===== src/rtl/tl_ul_arb2_pkg.sv =====
// rtl/tl_ul_arb2_pkg.sv - shared widths, channel payload structs and lock states for the 2:1 TL-UL arbiter
package tl_arb_pkg;

  localparam int ADDR_W = 30;
  localparam int DATA_W = 32;
  localparam int SRC_W  = 6;
  localparam int SIZE_W = 4;
  localparam int MASK_W = 4;
  localparam int CNT_W  = 6;

  typedef struct packed {
    logic [2:0]        opcode;
    logic [2:0]        param;
    logic [SIZE_W-1:0] size;
    logic [SRC_W-1:0]  source;
    logic [ADDR_W-1:0] address;
    logic [MASK_W-1:0] mask;
    logic [DATA_W-1:0] data;
  } a_chan_t;

  typedef struct packed {
    logic [2:0]        opcode;
    logic [1:0]        param;
    logic [SIZE_W-1:0] size;
    logic [SRC_W:0]    source;
    logic              denied;
    logic [DATA_W-1:0] data;
    logic              corrupt;
  } d_chan_t;

  typedef enum logic {
    ST_OPEN   = 1'b0,
    ST_LOCKED = 1'b1
  } lock_state_t;

endpackage


===== src/rtl/tl_ul_arb2_if.sv =====
// rtl/tl_ul_arb2_if.sv - bundle of both master ports and the shared slave port of the arbiter
interface tl_ul_arb2_if;
  import tl_arb_pkg::*;

  logic              m0_a_valid, m1_a_valid;
  logic              m0_a_ready, m1_a_ready;
  logic [2:0]        m0_a_opcode, m1_a_opcode;
  logic [2:0]        m0_a_param, m1_a_param;
  logic [SIZE_W-1:0] m0_a_size, m1_a_size;
  logic [SRC_W-1:0]  m0_a_source, m1_a_source;
  logic [ADDR_W-1:0] m0_a_address, m1_a_address;
  logic [MASK_W-1:0] m0_a_mask, m1_a_mask;
  logic [DATA_W-1:0] m0_a_data, m1_a_data;

  logic              s_a_valid, s_a_ready;
  logic [2:0]        s_a_opcode;
  logic [2:0]        s_a_param;
  logic [SIZE_W-1:0] s_a_size;
  logic [SRC_W:0]    s_a_source;
  logic [ADDR_W-1:0] s_a_address;
  logic [MASK_W-1:0] s_a_mask;
  logic [DATA_W-1:0] s_a_data;

  logic              s_d_valid, s_d_ready;
  logic [2:0]        s_d_opcode;
  logic [1:0]        s_d_param;
  logic [SIZE_W-1:0] s_d_size;
  logic [SRC_W:0]    s_d_source;
  logic              s_d_denied;
  logic [DATA_W-1:0] s_d_data;
  logic              s_d_corrupt;

  logic              m0_d_valid, m1_d_valid;
  logic              m0_d_ready, m1_d_ready;
  logic [2:0]        m0_d_opcode, m1_d_opcode;
  logic [1:0]        m0_d_param, m1_d_param;
  logic [SIZE_W-1:0] m0_d_size, m1_d_size;
  logic [SRC_W-1:0]  m0_d_source, m1_d_source;
  logic              m0_d_denied, m1_d_denied;
  logic [DATA_W-1:0] m0_d_data, m1_d_data;
  logic              m0_d_corrupt, m1_d_corrupt;

  // Arbiter side: takes master A / slave D, drives slave A / master D.
  modport slave (
    input  m0_a_valid, m1_a_valid, m0_a_opcode, m1_a_opcode, m0_a_param, m1_a_param,
           m0_a_size, m1_a_size, m0_a_source, m1_a_source, m0_a_address, m1_a_address,
           m0_a_mask, m1_a_mask, m0_a_data, m1_a_data,
    output m0_a_ready, m1_a_ready,
    output s_a_valid, s_a_opcode, s_a_param, s_a_size, s_a_source, s_a_address, s_a_mask, s_a_data,
    input  s_a_ready,
    input  s_d_valid, s_d_opcode, s_d_param, s_d_size, s_d_source, s_d_denied, s_d_data, s_d_corrupt,
    output s_d_ready,
    output m0_d_valid, m1_d_valid, m0_d_opcode, m1_d_opcode, m0_d_param, m1_d_param,
           m0_d_size, m1_d_size, m0_d_source, m1_d_source, m0_d_denied, m1_d_denied,
           m0_d_data, m1_d_data, m0_d_corrupt, m1_d_corrupt,
    input  m0_d_ready, m1_d_ready
  );

  modport master (
    output m0_a_valid, m1_a_valid, m0_a_opcode, m1_a_opcode, m0_a_param, m1_a_param,
           m0_a_size, m1_a_size, m0_a_source, m1_a_source, m0_a_address, m1_a_address,
           m0_a_mask, m1_a_mask, m0_a_data, m1_a_data,
    input  m0_a_ready, m1_a_ready,
    input  s_a_valid, s_a_opcode, s_a_param, s_a_size, s_a_source, s_a_address, s_a_mask, s_a_data,
    output s_a_ready,
    output s_d_valid, s_d_opcode, s_d_param, s_d_size, s_d_source, s_d_denied, s_d_data, s_d_corrupt,
    input  s_d_ready,
    input  m0_d_valid, m1_d_valid, m0_d_opcode, m1_d_opcode, m0_d_param, m1_d_param,
           m0_d_size, m1_d_size, m0_d_source, m1_d_source, m0_d_denied, m1_d_denied,
           m0_d_data, m1_d_data, m0_d_corrupt, m1_d_corrupt,
    output m0_d_ready, m1_d_ready
  );

endinterface


===== src/rtl/tl_ul_arb2_credit_ctr.sv =====
// rtl/tl_ul_arb2_credit_ctr.sv - per-master outstanding-request counter
// A response with nothing outstanding flags underflow and leaves the count at zero.
module tl_arb_credit_ctr #(
  parameter int MAX = 8,
  parameter int W   = 6
) (
  input  logic i_clk,
  input  logic i_rst_n,
  input  logic i_inc,
  input  logic i_dec,
  output logic o_full,
  output logic o_empty,
  output logic o_underflow
);

  logic [W-1:0] r_cnt;

  assign o_full      = (r_cnt == W'(MAX));
  assign o_empty     = (r_cnt == '0);
  assign o_underflow = i_dec && o_empty;

  always_ff @(posedge i_clk or negedge i_rst_n) begin
    if (!i_rst_n) begin
      r_cnt <= '0;
    end else if (i_inc && !i_dec && !o_full) begin
      r_cnt <= r_cnt + W'(1);
    end else if (i_dec && !i_inc && !o_empty) begin
      r_cnt <= r_cnt - W'(1);
    end
  end

endmodule


===== src/rtl/tl_ul_arb2.sv =====
// rtl/tl_ul_arb2.sv - 2:1 TL-UL arbiter: combinational round-robin A path, source-routed D path
// A stalled beat locks its grant until it fires, so the slave never sees a payload swap.
module tl_ul_arb2
  import tl_arb_pkg::*;
#(
  parameter int MAX_OUTSTANDING = 8
) (
  input  logic          clock,
  input  logic          reset_n,
  input  logic          quiesce,
  output logic          idle,
  output logic          err,
  tl_ul_arb2_if.slave   bus
);

  lock_state_t r_state, w_state_nxt;
  logic        r_lock_gnt, r_rr, r_err;
  logic        w_gnt, w_s_a_valid, w_a_fire;
  logic [1:0]  w_a_valid, w_elig, w_full, w_empty, w_uf, w_inc, w_dec;
  logic        w_d_sel, w_d_fire;
  a_chan_t     w_m_a [2];
  a_chan_t     w_sel_a;
  d_chan_t     w_d;

  assign w_a_valid = {bus.m1_a_valid, bus.m0_a_valid};
  assign w_elig    = w_a_valid & ~w_full & {2{!quiesce}};

  assign w_m_a[0] = '{opcode: bus.m0_a_opcode, param: bus.m0_a_param, size: bus.m0_a_size,
                      source: bus.m0_a_source, address: bus.m0_a_address,
                      mask: bus.m0_a_mask, data: bus.m0_a_data};
  assign w_m_a[1] = '{opcode: bus.m1_a_opcode, param: bus.m1_a_param, size: bus.m1_a_size,
                      source: bus.m1_a_source, address: bus.m1_a_address,
                      mask: bus.m1_a_mask, data: bus.m1_a_data};

  always_comb begin
    w_gnt       = r_rr;
    w_s_a_valid = 1'b0;
    w_state_nxt = ST_OPEN;
    case (r_state)
      ST_LOCKED: begin
        w_gnt       = r_lock_gnt;
        w_s_a_valid = w_a_valid[r_lock_gnt];
      end
      default: begin
        w_gnt       = w_elig[r_rr] ? r_rr : ~r_rr;
        w_s_a_valid = |w_elig;
      end
    endcase
    w_s_a_valid = w_s_a_valid && reset_n;
    w_a_fire    = w_s_a_valid && bus.s_a_ready;
    if (w_s_a_valid && !bus.s_a_ready) begin
      w_state_nxt = ST_LOCKED;
    end
  end

  always_ff @(posedge clock or negedge reset_n) begin
    if (!reset_n) begin
      r_state    <= ST_OPEN;
      r_lock_gnt <= 1'b0;
      r_rr       <= 1'b0;
      r_err      <= 1'b0;
    end else begin
      r_state    <= w_state_nxt;
      r_lock_gnt <= w_gnt;
      if (w_a_fire) begin
        r_rr <= ~w_gnt;
      end
      r_err <= r_err | (|w_uf);
    end
  end

  assign w_sel_a         = w_gnt ? w_m_a[1] : w_m_a[0];
  assign bus.s_a_valid   = w_s_a_valid;
  assign bus.s_a_opcode  = w_sel_a.opcode;
  assign bus.s_a_param   = w_sel_a.param;
  assign bus.s_a_size    = w_sel_a.size;
  assign bus.s_a_source  = {w_gnt, w_sel_a.source};
  assign bus.s_a_address = w_sel_a.address;
  assign bus.s_a_mask    = w_sel_a.mask;
  assign bus.s_a_data    = w_sel_a.data;
  assign bus.m0_a_ready  = w_a_fire && !w_gnt;
  assign bus.m1_a_ready  = w_a_fire && w_gnt;

  // D channel: the top source bit carries the master index added on the A side.
  assign w_d = '{opcode: bus.s_d_opcode, param: bus.s_d_param, size: bus.s_d_size,
                 source: bus.s_d_source, denied: bus.s_d_denied, data: bus.s_d_data,
                 corrupt: bus.s_d_corrupt};
  assign w_d_sel       = w_d.source[SRC_W];
  assign bus.s_d_ready = reset_n && (w_d_sel ? bus.m1_d_ready : bus.m0_d_ready);
  assign w_d_fire      = bus.s_d_valid && bus.s_d_ready;

  assign bus.m0_d_valid   = reset_n && bus.s_d_valid && !w_d_sel;
  assign bus.m1_d_valid   = reset_n && bus.s_d_valid && w_d_sel;
  assign bus.m0_d_opcode  = w_d.opcode;
  assign bus.m1_d_opcode  = w_d.opcode;
  assign bus.m0_d_param   = w_d.param;
  assign bus.m1_d_param   = w_d.param;
  assign bus.m0_d_size    = w_d.size;
  assign bus.m1_d_size    = w_d.size;
  assign bus.m0_d_source  = w_d.source[SRC_W-1:0];
  assign bus.m1_d_source  = w_d.source[SRC_W-1:0];
  assign bus.m0_d_denied  = w_d.denied;
  assign bus.m1_d_denied  = w_d.denied;
  assign bus.m0_d_data    = w_d.data;
  assign bus.m1_d_data    = w_d.data;
  assign bus.m0_d_corrupt = w_d.corrupt;
  assign bus.m1_d_corrupt = w_d.corrupt;

  assign w_inc = {w_a_fire && w_gnt, w_a_fire && !w_gnt};
  assign w_dec = {w_d_fire && w_d_sel, w_d_fire && !w_d_sel};

  for (genvar gi = 0; gi < 2; gi++) begin : g_ctr
    tl_arb_credit_ctr #(
      .MAX (MAX_OUTSTANDING),
      .W   (CNT_W)
    ) u_ctr (
      .i_clk       (clock),
      .i_rst_n     (reset_n),
      .i_inc       (w_inc[gi]),
      .i_dec       (w_dec[gi]),
      .o_full      (w_full[gi]),
      .o_empty     (w_empty[gi]),
      .o_underflow (w_uf[gi])
    );
  end

  assign idle = w_empty[0] && w_empty[1] && !w_s_a_valid;
  assign err  = r_err;

endmodule


===== src/flat_wrapper.sv =====
// flat-port wrapper written by rule: the top's interface ports become plain ports
module tl_ul_arb2_flat import tl_arb_pkg::*;
#(
  parameter int MAX_OUTSTANDING = 8
)
  (clock, reset_n, quiesce, idle, err, bus_m0_a_valid, bus_m1_a_valid, bus_m0_a_opcode, bus_m1_a_opcode, bus_m0_a_param, bus_m1_a_param, bus_m0_a_size, bus_m1_a_size, bus_m0_a_source, bus_m1_a_source, bus_m0_a_address, bus_m1_a_address, bus_m0_a_mask, bus_m1_a_mask, bus_m0_a_data, bus_m1_a_data, bus_m0_a_ready, bus_m1_a_ready, bus_s_a_valid, bus_s_a_opcode, bus_s_a_param, bus_s_a_size, bus_s_a_source, bus_s_a_address, bus_s_a_mask, bus_s_a_data, bus_s_a_ready, bus_s_d_valid, bus_s_d_opcode, bus_s_d_param, bus_s_d_size, bus_s_d_source, bus_s_d_denied, bus_s_d_data, bus_s_d_corrupt, bus_s_d_ready, bus_m0_d_valid, bus_m1_d_valid, bus_m0_d_opcode, bus_m1_d_opcode, bus_m0_d_param, bus_m1_d_param, bus_m0_d_size, bus_m1_d_size, bus_m0_d_source, bus_m1_d_source, bus_m0_d_denied, bus_m1_d_denied, bus_m0_d_data, bus_m1_d_data, bus_m0_d_corrupt, bus_m1_d_corrupt, bus_m0_d_ready, bus_m1_d_ready);
  tl_ul_arb2_if bus_i ();
  input  logic clock;
  input  logic reset_n;
  input  logic quiesce;
  output logic idle;
  output logic err;
  input wire logic [$bits(bus_i.m0_a_valid)-1:0] bus_m0_a_valid;
  input wire logic [$bits(bus_i.m1_a_valid)-1:0] bus_m1_a_valid;
  input wire logic [$bits(bus_i.m0_a_opcode)-1:0] bus_m0_a_opcode;
  input wire logic [$bits(bus_i.m1_a_opcode)-1:0] bus_m1_a_opcode;
  input wire logic [$bits(bus_i.m0_a_param)-1:0] bus_m0_a_param;
  input wire logic [$bits(bus_i.m1_a_param)-1:0] bus_m1_a_param;
  input wire logic [$bits(bus_i.m0_a_size)-1:0] bus_m0_a_size;
  input wire logic [$bits(bus_i.m1_a_size)-1:0] bus_m1_a_size;
  input wire logic [$bits(bus_i.m0_a_source)-1:0] bus_m0_a_source;
  input wire logic [$bits(bus_i.m1_a_source)-1:0] bus_m1_a_source;
  input wire logic [$bits(bus_i.m0_a_address)-1:0] bus_m0_a_address;
  input wire logic [$bits(bus_i.m1_a_address)-1:0] bus_m1_a_address;
  input wire logic [$bits(bus_i.m0_a_mask)-1:0] bus_m0_a_mask;
  input wire logic [$bits(bus_i.m1_a_mask)-1:0] bus_m1_a_mask;
  input wire logic [$bits(bus_i.m0_a_data)-1:0] bus_m0_a_data;
  input wire logic [$bits(bus_i.m1_a_data)-1:0] bus_m1_a_data;
  output wire logic [$bits(bus_i.m0_a_ready)-1:0] bus_m0_a_ready;
  output wire logic [$bits(bus_i.m1_a_ready)-1:0] bus_m1_a_ready;
  output wire logic [$bits(bus_i.s_a_valid)-1:0] bus_s_a_valid;
  output wire logic [$bits(bus_i.s_a_opcode)-1:0] bus_s_a_opcode;
  output wire logic [$bits(bus_i.s_a_param)-1:0] bus_s_a_param;
  output wire logic [$bits(bus_i.s_a_size)-1:0] bus_s_a_size;
  output wire logic [$bits(bus_i.s_a_source)-1:0] bus_s_a_source;
  output wire logic [$bits(bus_i.s_a_address)-1:0] bus_s_a_address;
  output wire logic [$bits(bus_i.s_a_mask)-1:0] bus_s_a_mask;
  output wire logic [$bits(bus_i.s_a_data)-1:0] bus_s_a_data;
  input wire logic [$bits(bus_i.s_a_ready)-1:0] bus_s_a_ready;
  input wire logic [$bits(bus_i.s_d_valid)-1:0] bus_s_d_valid;
  input wire logic [$bits(bus_i.s_d_opcode)-1:0] bus_s_d_opcode;
  input wire logic [$bits(bus_i.s_d_param)-1:0] bus_s_d_param;
  input wire logic [$bits(bus_i.s_d_size)-1:0] bus_s_d_size;
  input wire logic [$bits(bus_i.s_d_source)-1:0] bus_s_d_source;
  input wire logic [$bits(bus_i.s_d_denied)-1:0] bus_s_d_denied;
  input wire logic [$bits(bus_i.s_d_data)-1:0] bus_s_d_data;
  input wire logic [$bits(bus_i.s_d_corrupt)-1:0] bus_s_d_corrupt;
  output wire logic [$bits(bus_i.s_d_ready)-1:0] bus_s_d_ready;
  output wire logic [$bits(bus_i.m0_d_valid)-1:0] bus_m0_d_valid;
  output wire logic [$bits(bus_i.m1_d_valid)-1:0] bus_m1_d_valid;
  output wire logic [$bits(bus_i.m0_d_opcode)-1:0] bus_m0_d_opcode;
  output wire logic [$bits(bus_i.m1_d_opcode)-1:0] bus_m1_d_opcode;
  output wire logic [$bits(bus_i.m0_d_param)-1:0] bus_m0_d_param;
  output wire logic [$bits(bus_i.m1_d_param)-1:0] bus_m1_d_param;
  output wire logic [$bits(bus_i.m0_d_size)-1:0] bus_m0_d_size;
  output wire logic [$bits(bus_i.m1_d_size)-1:0] bus_m1_d_size;
  output wire logic [$bits(bus_i.m0_d_source)-1:0] bus_m0_d_source;
  output wire logic [$bits(bus_i.m1_d_source)-1:0] bus_m1_d_source;
  output wire logic [$bits(bus_i.m0_d_denied)-1:0] bus_m0_d_denied;
  output wire logic [$bits(bus_i.m1_d_denied)-1:0] bus_m1_d_denied;
  output wire logic [$bits(bus_i.m0_d_data)-1:0] bus_m0_d_data;
  output wire logic [$bits(bus_i.m1_d_data)-1:0] bus_m1_d_data;
  output wire logic [$bits(bus_i.m0_d_corrupt)-1:0] bus_m0_d_corrupt;
  output wire logic [$bits(bus_i.m1_d_corrupt)-1:0] bus_m1_d_corrupt;
  input wire logic [$bits(bus_i.m0_d_ready)-1:0] bus_m0_d_ready;
  input wire logic [$bits(bus_i.m1_d_ready)-1:0] bus_m1_d_ready;
  assign bus_i.m0_a_valid = bus_m0_a_valid;
  assign bus_i.m1_a_valid = bus_m1_a_valid;
  assign bus_i.m0_a_opcode = bus_m0_a_opcode;
  assign bus_i.m1_a_opcode = bus_m1_a_opcode;
  assign bus_i.m0_a_param = bus_m0_a_param;
  assign bus_i.m1_a_param = bus_m1_a_param;
  assign bus_i.m0_a_size = bus_m0_a_size;
  assign bus_i.m1_a_size = bus_m1_a_size;
  assign bus_i.m0_a_source = bus_m0_a_source;
  assign bus_i.m1_a_source = bus_m1_a_source;
  assign bus_i.m0_a_address = bus_m0_a_address;
  assign bus_i.m1_a_address = bus_m1_a_address;
  assign bus_i.m0_a_mask = bus_m0_a_mask;
  assign bus_i.m1_a_mask = bus_m1_a_mask;
  assign bus_i.m0_a_data = bus_m0_a_data;
  assign bus_i.m1_a_data = bus_m1_a_data;
  assign bus_m0_a_ready = bus_i.m0_a_ready;
  assign bus_m1_a_ready = bus_i.m1_a_ready;
  assign bus_s_a_valid = bus_i.s_a_valid;
  assign bus_s_a_opcode = bus_i.s_a_opcode;
  assign bus_s_a_param = bus_i.s_a_param;
  assign bus_s_a_size = bus_i.s_a_size;
  assign bus_s_a_source = bus_i.s_a_source;
  assign bus_s_a_address = bus_i.s_a_address;
  assign bus_s_a_mask = bus_i.s_a_mask;
  assign bus_s_a_data = bus_i.s_a_data;
  assign bus_i.s_a_ready = bus_s_a_ready;
  assign bus_i.s_d_valid = bus_s_d_valid;
  assign bus_i.s_d_opcode = bus_s_d_opcode;
  assign bus_i.s_d_param = bus_s_d_param;
  assign bus_i.s_d_size = bus_s_d_size;
  assign bus_i.s_d_source = bus_s_d_source;
  assign bus_i.s_d_denied = bus_s_d_denied;
  assign bus_i.s_d_data = bus_s_d_data;
  assign bus_i.s_d_corrupt = bus_s_d_corrupt;
  assign bus_s_d_ready = bus_i.s_d_ready;
  assign bus_m0_d_valid = bus_i.m0_d_valid;
  assign bus_m1_d_valid = bus_i.m1_d_valid;
  assign bus_m0_d_opcode = bus_i.m0_d_opcode;
  assign bus_m1_d_opcode = bus_i.m1_d_opcode;
  assign bus_m0_d_param = bus_i.m0_d_param;
  assign bus_m1_d_param = bus_i.m1_d_param;
  assign bus_m0_d_size = bus_i.m0_d_size;
  assign bus_m1_d_size = bus_i.m1_d_size;
  assign bus_m0_d_source = bus_i.m0_d_source;
  assign bus_m1_d_source = bus_i.m1_d_source;
  assign bus_m0_d_denied = bus_i.m0_d_denied;
  assign bus_m1_d_denied = bus_i.m1_d_denied;
  assign bus_m0_d_data = bus_i.m0_d_data;
  assign bus_m1_d_data = bus_i.m1_d_data;
  assign bus_m0_d_corrupt = bus_i.m0_d_corrupt;
  assign bus_m1_d_corrupt = bus_i.m1_d_corrupt;
  assign bus_i.m0_d_ready = bus_m0_d_ready;
  assign bus_i.m1_d_ready = bus_m1_d_ready;
  tl_ul_arb2 #(.MAX_OUTSTANDING(MAX_OUTSTANDING)) u_core (.clock(clock), .reset_n(reset_n), .quiesce(quiesce), .idle(idle), .err(err), .bus(bus_i));
endmodule

===== config.mk =====
export PLATFORM = sky130hd
export DESIGN_NAME = tl_ul_arb2_flat
export DESIGN_NICKNAME = d
export VERILOG_FILES = /design/src/rtl/tl_ul_arb2_pkg.sv /design/src/rtl/tl_ul_arb2_if.sv /design/src/rtl/tl_ul_arb2_credit_ctr.sv /design/src/rtl/tl_ul_arb2.sv /design/src/flat_wrapper.sv
export SDC_FILE = /design/constraint.sdc
export NUM_CORES = 1
export LEC_CHECK = 0
export ABC_AREA = 1
export CAP_MARGIN = 20
export CORE_AREA = 2 2 162 164
export CTS_BUF_LIST = sky130_fd_sc_hd__clkbuf_2 sky130_fd_sc_hd__clkbuf_4 sky130_fd_sc_hd__clkbuf_8
export DETAILED_ROUTE_END_ITERATION = 16
export DIE_AREA = 0 0 164 166
export PLACE_DENSITY = 0.44
export SLEW_MARGIN = 40
export SYNTH_ARGS = -nofsm -noshare
export SYNTH_HDL_FRONTEND = slang
export SYNTH_SLANG_ARGS = --single-unit

===== constraint.sdc =====
create_clock -name clock -period 4.9 [get_ports clock]
set_input_delay 0.98 -clock clock [delete_from_list [all_inputs] [get_ports clock]]
set_output_delay 0.98 -clock clock [all_outputs]
set_load 0.05 [all_outputs]

==> run metrics <==
Die ar.=27,200 sq um; grt ovf=0; Final Skew=0.00387 ns; Iteration-0 DRC Markers=115; global-route wire length before repair=19,100 microns; RSZ-0062 raised after global routing=false; Synth Net Count=762; hold path depth=2; synthesized area=3080 sq um; met3 Usage GRT=0.0332; most frequent CP cell=clkdlybuf4s50_1; Clock Sink Count=16; critical path type=input pin to primary output; vias=3,532; Final min period=4.00 ns; WP buf/inv=3; share of Yosys cell area claimed by the top area cell type=0.336; drt via density=3.47; CP max-delay cell=clkdlybuf4s50_1; met2 Use GR=0.152; Antenna Nets Post-Route=0; post_cts resized=0; die width=164 microns; initial antenna violation count=0; crit-path cells=clkdlybuf4s50_1, inv_1, nor2_1, nand3_1, nand3_2, nand2_4, nor2_8, clkdlybuf4s50_1; clock transition at the registers of the reported paths=0.07 ns; Arrival @ worst endpoint=3.02 ns; largest net degree at the start of global routing=65; Reg2Reg Depth=14; clk_lat worst skew=0.25 ns; post-synthesis cell count=528; run status=finished clean; Core ar.=25,600 sq um; routability cong.=0.723; post-synth top area cell=nand2_1; final hold viol count=0; Final Max Tran Viols=0; GR Util met1=0.0987; DRC=0; Setup violations, final=0; YS warnings=0; Tot GR Track Use=0.0875; CP top delay family=buffers and inverters; Min Hold Slack=0.500 ns; final WL=12,800 microns; slew margin rel.=0.657; Cell Count, Final, Fillers Out=1,017; slew at the pin with the worst max-slew slack=0.513 ns; Avg WL per Cell=12.6 microns; layout cells sized above 1=0.176; placed insts=1,013; num ports=412; synthesized flop and latch total=16; f_max=250 MHz; most frequent cells in the layout=nand2_1, clkdlybuf4s50_1, buf_12; max incr delay on CP=0.83 ns; maximum clock path buffer count=2; total of max-cap violations=0; P per Cell Area=537 nW/um^2; Syn-to-layout area delta=102%; GRT busiest layer=met2; die height=166 microns; Num CTS Buffers=3; HP Class=register to register; post-synthesis sequential area ratio=0.130; setup TNS=0 ns; Synth cell types=31; Critical Path RT=3.92 ns; slack of the critical path=0.899 ns; fin crit share=0.816; leak pwr=2.94 nW; hpwl dp=10,700 microns; Root Buffer=clkbuf_8; synth top area cells=nand2_1, buf_4, dfrtp_1; Inserted Diodes=0; input/output buffers=264; DRT Pass-1 Iters=4; hold-fix buffers at CTS=0; CTS tree=yes; worst-path maximum fanout=25; most common cell after layout, fill and taps aside=nand2_1; Setup crit end kind=primary output; Final #Nets=917; number of global-route vias before repair=3,427; row cnt=59; Setup WS pre-CTS=0.867 ns; VDD IR max=0.000277 V; Startpoint Class=input pin; utilization after layout=0.243; Levels on crit path=8; H-tree depth=1; Synth Area per Inst=5.84 sq um; number of setup buffers added after CTS=0; Initial Util=0.120
kinds of logic (layout without fill, tap and decap cells):
| family | after synthesis | in the layout | synth area share |
|---|---|---|---|
| AOI/OAI and AO/OA | 22 | 22 | 0.0390 |
| adders and majority gates | 11 | 11 | 0.0495 |
| xor gates and xnor gates | 7 | 7 | 0.0223 |
| and+or+nand+nor | 324 | 324 | 0.442 |
| buffers and inverters | 148 | 302 | 0.317 |
| DFF | 16 | 16 | 0.130 |
final timing paths:
path | startpoint | slack, ns | endpoint
worst min register to register | u_core.g_ctr[1].u_ctr.r_cnt[5] | 0.50 | u_core.g_ctr[1].u_ctr.r_cnt[5]
worst max register to register | u_core.g_ctr[0].u_ctr.r_cnt[0] | 2.06 | u_core.g_ctr[0].u_ctr.r_cnt[5]
worst min-delay path | u_core.g_ctr[1].u_ctr.r_cnt[5] | 0.50 | u_core.g_ctr[1].u_ctr.r_cnt[5]
max in group asynchronous | reset_n | 3.60 | u_core.g_ctr[1].u_ctr.r_cnt[0]
worst max-delay path | bus_m1_a_valid | 0.90 | bus_m1_a_ready
min in group asynchronous | reset_n | 1.10 | u_core.g_ctr[0].u_ctr.r_cnt[3]
worst register-to-register path, delay by kind of cell, from the launching register on:
kind | cells | cell delay [ns]
AND/OR/NAND/NOR | 10 | 1.39
flip-flops | 1 | 0.47
AO/OA/AOI/OAI | 3 | 0.47
adder cells (fa/ha/maj) | 1 | 0.42
flip-flops by register name, indices dropped and copies added, names as in the netlist:
name	flops
u_core.r_state	1
u_core.r_rr	1
u_core.err	1
u_core.g_ctr.u_ctr.r_cnt	12
u_core.r_lock_gnt	1
stage by stage:
step	total power, W	cell area (sq um)
after floorplan	0.00205	3080
after global placement	0.00327	6180
after detailed placement	0.00326	6180
after CTS	0.00340	6230
after global routing	0.00357	6230
final	0.00334	6230
metal layers:
metal  share of wire  vias to the layer above  routed length (microns)
met1            0.38                     1481                     4830
met2            0.48                      193                     6110
met3            0.11                       43                     1440
met5          0.0030                        -                       38
met4           0.028                        2                      353
li1                -                     1813                        -
layout make-up:
class                           count  area (sq um)
Clock buffer                        4          55.1
Timing Repair Buffer              268          3540
Multi-Input combinational cell    364          1710
Tap cell                          335           419
Sequential cell                    16           400
Inverter                           30           113
Fill cell                        2836         19400
power breakdown:
part	switching [W]	internal, W
registers	0.0000615	0.000192
clock network	0.0000505	0.0000713
logic	0.00167	0.00130
total	0.00179	0.00156
cells in the mapped netlist, drive strengths merged:
master  count
dfrtp      16
o21ai      10
buf       118
nand2     280
a21oi      10
fa          2
inv        30
nor3        4
nand3      15
xor2        4
nor2       18
a31oi       2
or2         1
xnor2       3
nand4       5
nor4        1
ha          9
(Power assumes the default switching activity.)
